### src/rtl/register_file_sb.sv
// register_file_sb: 2-read / 1-write register file with hardwired zero entry,
// optional write-to-read bypass, per-entry busy scoreboard and a one-entry-per-cycle
// clear sequencer. Decode side reads and reserves; writeback side drives WE3/A3/WD3.

// One storage entry: data word plus its pending-writeback busy flag.
module register_file_sb_entry #(
    parameter int DATA_WIDTH = 32,
    parameter bit HARD_ZERO  = 1'b0
) (
    input  logic                  CLK,
    input  logic                  RST,
    input  logic                  wr_en,
    input  logic                  clr_en,
    input  logic [DATA_WIDTH-1:0] wd,
    input  logic                  busy_flush,
    input  logic                  busy_set,
    input  logic                  busy_drop,
    output logic [DATA_WIDTH-1:0] q,
    output logic                  busy
);

    // Data word: a hardwired-zero entry never leaves 0; the sequencer clear beats a write.
    always_ff @(posedge CLK) begin
        if (RST || HARD_ZERO)
            q <= '0;
        else if (clr_en)
            q <= '0;
        else if (wr_en)
            q <= wd;
    end

    // Busy flag: a new reservation outlives a writeback landing in the same cycle.
    always_ff @(posedge CLK) begin
        if (RST || HARD_ZERO || busy_flush)
            busy <= 1'b0;
        else if (busy_set)
            busy <= 1'b1;
        else if (busy_drop)
            busy <= 1'b0;
    end

endmodule

module register_file_sb #(
    parameter int DATA_WIDTH = 32,
    parameter int ADDR_WIDTH = 5,
    parameter int ZERO_REG   = 1,
    parameter int BYPASS     = 1
) (
    input  logic                  CLK,
    input  logic                  RST,
    input  logic [ADDR_WIDTH-1:0] A1,
    input  logic [ADDR_WIDTH-1:0] A2,
    output logic [DATA_WIDTH-1:0] RD1,
    output logic [DATA_WIDTH-1:0] RD2,
    input  logic                  WE3,
    input  logic [ADDR_WIDTH-1:0] A3,
    input  logic [DATA_WIDTH-1:0] WD3,
    input  logic                  RSV_EN,
    input  logic [ADDR_WIDTH-1:0] RSV_ADDR,
    output logic                  BUSY1,
    output logic                  BUSY2,
    input  logic                  CLR_REQ,
    output logic                  CLR_BUSY
);

    localparam int                    DEPTH = 2 ** ADDR_WIDTH;
    localparam logic [ADDR_WIDTH-1:0] LAST  = '1;

    typedef enum logic {IDLE = 1'b0, CLEAR = 1'b1} state_t;

    state_t                               state;
    logic [ADDR_WIDTH-1:0]                cnt;
    logic                                 clr_busy_q;
    logic [DEPTH-1:0][DATA_WIDTH-1:0]     mem_q;
    logic [DEPTH-1:0]                     busy_q;

    logic idle, wr_ok, rsv_ok, flush;
    logic zero1, zero2, byp1, byp2;

    // Writeback, reservations and the flush only act while the sequencer is idle.
    assign idle   = (state == IDLE);
    assign wr_ok  = idle && WE3;
    assign rsv_ok = idle && RSV_EN;
    assign flush  = idle && CLR_REQ;

    // Clear sequencer: walks cnt over every entry once, then returns to IDLE.
    always_ff @(posedge CLK) begin
        if (RST) begin
            state      <= IDLE;
            cnt        <= '0;
            clr_busy_q <= 1'b0;
        end else begin
            case (state)
                IDLE: begin
                    if (CLR_REQ) begin
                        state      <= CLEAR;
                        cnt        <= '0;
                        clr_busy_q <= 1'b1;
                    end
                end
                CLEAR: begin
                    if (cnt == LAST) begin
                        state      <= IDLE;
                        cnt        <= '0;
                        clr_busy_q <= 1'b0;
                    end else begin
                        cnt <= cnt + ADDR_WIDTH'(1);
                    end
                end
            endcase
        end
    end

    assign CLR_BUSY = clr_busy_q;

    genvar i;
    generate
        for (i = 0; i < DEPTH; i++) begin : g_ent
            register_file_sb_entry #(
                .DATA_WIDTH (DATA_WIDTH),
                .HARD_ZERO  ((ZERO_REG != 0) && (i == 0))
            ) u_ent (
                .CLK        (CLK),
                .RST        (RST),
                .wr_en      (wr_ok && (A3 == ADDR_WIDTH'(i))),
                .clr_en     (!idle && (cnt == ADDR_WIDTH'(i))),
                .wd         (WD3),
                .busy_flush (flush),
                .busy_set   (rsv_ok && (RSV_ADDR == ADDR_WIDTH'(i))),
                .busy_drop  (wr_ok && (A3 == ADDR_WIDTH'(i))),
                .q          (mem_q[i]),
                .busy       (busy_q[i])
            );
        end
    endgenerate

    // Per-port zero-register and bypass-match detection.
    always_comb begin
        zero1 = (ZERO_REG != 0) && (A1 == '0);
        zero2 = (ZERO_REG != 0) && (A2 == '0);
        byp1  = (BYPASS != 0) && wr_ok && (A3 == A1) && !zero1;
        byp2  = (BYPASS != 0) && wr_ok && (A3 == A2) && !zero2;
    end

    // A forwarded value is by definition no longer pending, so its busy reads 0.
    assign RD1   = zero1 ? '0 : (byp1 ? WD3 : mem_q[A1]);
    assign RD2   = zero2 ? '0 : (byp2 ? WD3 : mem_q[A2]);
    assign BUSY1 = idle && !byp1 && busy_q[A1];
    assign BUSY2 = idle && !byp2 && busy_q[A2];

endmodule

### config.mk
export PLATFORM = sky130hd
export DESIGN_NAME = register_file_sb
export DESIGN_NICKNAME = d
export VERILOG_FILES = /design/src/rtl/register_file_sb.sv
export SDC_FILE = /design/constraint.sdc
export NUM_CORES = 2
export LEC_CHECK = 0
export CAP_MARGIN = 20
export CORE_ASPECT_RATIO = 1.2
export CORE_UTILIZATION = 45
export DETAILED_ROUTE_END_ITERATION = 10
export DONT_BUFFER_PORTS = 1
export GPL_TIMING_DRIVEN = 0
export PLACE_DENSITY = 0.61
export SLEW_MARGIN = 5
export SYNTH_ARGS = -nofsm -noshare
export SYNTH_HDL_FRONTEND = slang
export SYNTH_SLANG_ARGS = --single-unit
### constraint.sdc
create_clock -name CLK -period 3.6 [get_ports CLK]
set_clock_uncertainty 0.05 [all_clocks]
set_input_delay 0.36 -clock CLK [delete_from_list [all_inputs] [get_ports CLK]]
set_output_delay 0.36 -clock CLK [all_outputs]
set_load 0.005 [all_outputs]
==> flow_metrics.env <==
export IMPL_drt_iter0_markers=8199
export IMPL_setup_worst_path_end_class="output pin"
export IMPL_viasPerCell=6.36
export IMPL_placementRows=139
export IMPL_maxSlewHeadroom_pct=9.78
export IMPL_arrival_ns=3.36
export IMPL_crit_cells=9
export IMPL_ys_seq_area_share_pct=37.7
export IMPL_numCtsBuffers=112
export IMPL_crit_top_cell="buf_2"
export IMPL_hold_path_class="in -> reg"
export IMPL_hold_violations=0
export IMPL_pwr_share_seq_pct=42.6
export IMPL_required_ns=3.19
export IMPL_swShare_pct=28.5
export IMPL_clock_path_buffers=3
export IMPL_p_comb_share_pct=11.9
export IMPL_cp_top_family="buffers and inverters"
export IMPL_gr_total_overflow=0
export IMPL_max_stage_delay_ns=0.67
export IMPL_rsz0062_at_grt="false"
export IMPL_final_period_utilization_pct=105
export IMPL_global_route_usage_met3_pct=11.8
export IMPL_period_minus_slack_ns=3.77
export IMPL_clk_insertion_delay_late_ns=0.78
export IMPL_critPathKind="in -> out"
export IMPL_gp_congestion=1.07
export IMPL_fin_hold_ws_ns=0.0333
export IMPL_worst_pin_slew_ns=1.35
export IMPL_drive_above_1_share_pct=10.2
export IMPL_dieArea_um2=123000
export IMPL_clkTransAtPathRegs_ns=0.06
export IMPL_maxCapViolCount=0
export IMPL_n_fill_cell=11900
export IMPL_r2r_slack_ns=0.24
export IMPL_layout_cells_non_filler=8829
export IMPL_critPathMaxFanout=10
export IMPL_first_pass_iters=8
export IMPL_p_per_area_nw_per_um2=442
export IMPL_busiest_layer="met2"
export IMPL_area_delta_synth_final_pct=11.8
export IMPL_ys_warnings_count=0
export IMPL_max_vdd_ir_drop_v=0.000392
export IMPL_synth_fp_nets=7020
export IMPL_antenna_found_initial=13
export IMPL_pre_cts_ws_ns=-0.663
export IMPL_dp_hpwl_mm=209
export IMPL_synthTopCellsByArea="dfxtp_1 (38%), nand2_1 (15%), mux2i_1 (13%)"
export IMPL_ys_ff_latch=1030
export IMPL_yosysUniqueCellTypes=50
export IMPL_yosysTopAreaCell="dfxtp_1"
export IMPL_fmax_ghz=0.266
export IMPL_synthCells=6957
export IMPL_finalWirelength_mm=270
export IMPL_violations="negative setup slack"
export IMPL_netlist_area_um2=54800
export IMPL_avgSynthCellArea_um2=7.87
export IMPL_fin_nets=7173
export IMPL_use_met2_pct=63.7
export IMPL_antenna_left=0
export IMPL_dp_cells=8581
export IMPL_slowest_stage="buf_1"
export IMPL_p_switching_w=0.00769
export IMPL_mostFrequentLayoutCells="nand2_1 (2227), a21oi_1 (1155), dfxtp_1 (1030)"
export IMPL_layout_commonest_cell="nand2_1"
export IMPL_maxSlewViolCount=0
export IMPL_use_met1_pct=50.5
export IMPL_numPortBuffers=0
export IMPL_grt_pass1_wl_mm=372
export IMPL_ioPinCount=124
export IMPL_worstPathCellList="buf_2, buf_2, nor2_4, buf_2, buf_1, nand2_1, nand3_1, nand3_1, o221a_2"
export IMPL_setup_ws_ns=-0.166
export IMPL_p_clk_share_pct=45.5
export IMPL_grt_pass1_vias=51300
export IMPL_totalPowerFinal_w=0.0270
export IMPL_run_status="finished with violations"
export IMPL_grt_usage_pct=42.4
export IMPL_root_buffer="clkbuf_16"
export IMPL_tritoncts="done"
export IMPL_hold_path_cell_count=3
export IMPL_yosys_most_used_dff="dfxtp_1"
export IMPL_reg2reg_depth=7
export IMPL_startpoint_type="input pin"
export IMPL_p_leak_nw=21.9
export IMPL_htreeDepth=3
export IMPL_wl_per_cell_um=30.6
export IMPL_initial_core_util_pct=45.6
export IMPL_grt_max_degree=15
export IMPL_route_detailed_drc=0
export IMPL_p_int_w=0.0193
export IMPL_die_x_um=320
export IMPL_async_flop_share_pct=0
export IMPL_vias=56200
export IMPL_synth_top_area_share_pct=37.7
export IMPL_die_y_um=384
export IMPL_cts_sinks=1030
export IMPL_critical_path_buf_inv_count=4
export IMPL_fp_coreArea_um2=120000
export IMPL_synth_edf_count=0
export IMPL_setup_violations=39
logic make-up after synthesis:
logic type | share of synthesized area (%)
AOI/OAI and AO/OA | 17.9
xor gates and xnor gates | 0.160
adders and majority gates | 0.137
buffers and inverters | 5.59
DFF | 37.7
muxes | 19.4
and+or+nand+nor | 19.1
power groups by stage:
stage | sequential (W) | combinational (W) | clock [W]
finish | 0.0115 | 0.00322 | 0.0123
CTS | 0.0115 | 0.00302 | 0.0123
global route | 0.0115 | 0.00321 | 0.0127
detailed placement | 0.0118 | 0.00296 | 0
global placement | 0.0118 | 0.00294 | 0
floorplan | 0.0118 | 0.00166 | 0
cell usage after synthesis (4+ instances only):
| cell | n |
|---|---|
| a211oi_1 | 32 |
| a21oi_1 | 1156 |
| a221o_1 | 31 |
| a22oi_1 | 255 |
| a31oi_1 | 4 |
| and2_1 | 4 |
| buf_1 | 16 |
| buf_2 | 182 |
| buf_4 | 29 |
| clkbuf_1 | 451 |
| clkbuf_2 | 26 |
| dfxtp_1 | 1030 |
| ha_1 | 6 |
| inv_1 | 7 |
| mux2_2 | 68 |
| mux2i_1 | 737 |
| mux4_2 | 111 |
| nand2_1 | 2227 |
| nand2b_1 | 42 |
| nand3_1 | 198 |
| nor2_1 | 103 |
| nor2_2 | 8 |
| nor2b_1 | 10 |
| nor3_1 | 11 |
| nor3_2 | 4 |
| nor3b_1 | 5 |
| o21ai_0 | 5 |
| o21bai_1 | 29 |
| o221a_2 | 63 |
| o22ai_1 | 32 |
| o311a_1 | 32 |
| xor2_1 | 10 |
worst min-delay path, cell delays in order:
cell and delay, ns:
buf_1 0.25, nand2_1 0.13, a21oi_1 0.06
state kept, by name (all words and copies together), names as in the netlist:
| name | flops |
|---|---|
| CLR_BUSY | 1 |
| cnt | 5 |
| g_ent.u_ent.busy | 31 |
| g_ent.u_ent.q | 992 |
| state | 1 |
per-layer routing:
metal | vias up | wire, um | part of all wire [%]
met5 | - | 59 | 0.022
met4 | 8 | 25700 | 9.5
met3 | 1088 | 30100 | 11
met2 | 3733 | 114000 | 42
met1 | 26900 | 99600 | 37
li1 | 24400 | - | -
stage by stage:
step	instance area (um2)	TNS (ns)	utilization (%)
global placement	56800	-23.65	47.3
CTS	61100	0	50.8
floorplan	54800	0	-
global route	61200	0	50.9
detailed placement	56800	-21.89	47.3
finish	61200	-2.58	50.9
cell type report:
cell class | count | area [um2] | share of cell area (%)
clock buffers | 167 | 3320 | 5.42
inverters | 7 | 26.3 | 0.0429
multi-input cells | 5214 | 31200 | 50.9
clock inverters | 39 | 472 | 0.771
plain buffers | 704 | 3150 | 5.14
flip-flops and latches | 1030 | 20600 | 33.7
repair buffers | 41 | 415 | 0.679
well taps | 1621 | 2030 | 3.31
diodes | 6 | 15.0 | 0.0245
worst paths after layout:
check                                                           to                              from
worst max register to register  g_ent[18].u_ent.q[25]$_SDFFE_PP0P_                  state$_SDFF_PP0_
worst min-delay path            g_ent[23].u_ent.q[31]$_SDFFE_PP0P_                           WD3[31]
worst max-delay path                                       RD2[21]                             A2[1]
worst min register to register    g_ent[5].u_ent.q[0]$_SDFFE_PP0P_  g_ent[5].u_ent.q[0]$_SDFFE_PP0P_
timing repair:
item	4_1_cts	5_1_grt
hold buffers	37	0
gates resized for setup	40	62
setup endpoints to repair	65	64
endpoints found under the hold margin	62	0
pin swaps	0	1
setup buffers	0	0
cloned	0	0
No activity file was read; power rests on OpenSTA's default activity.
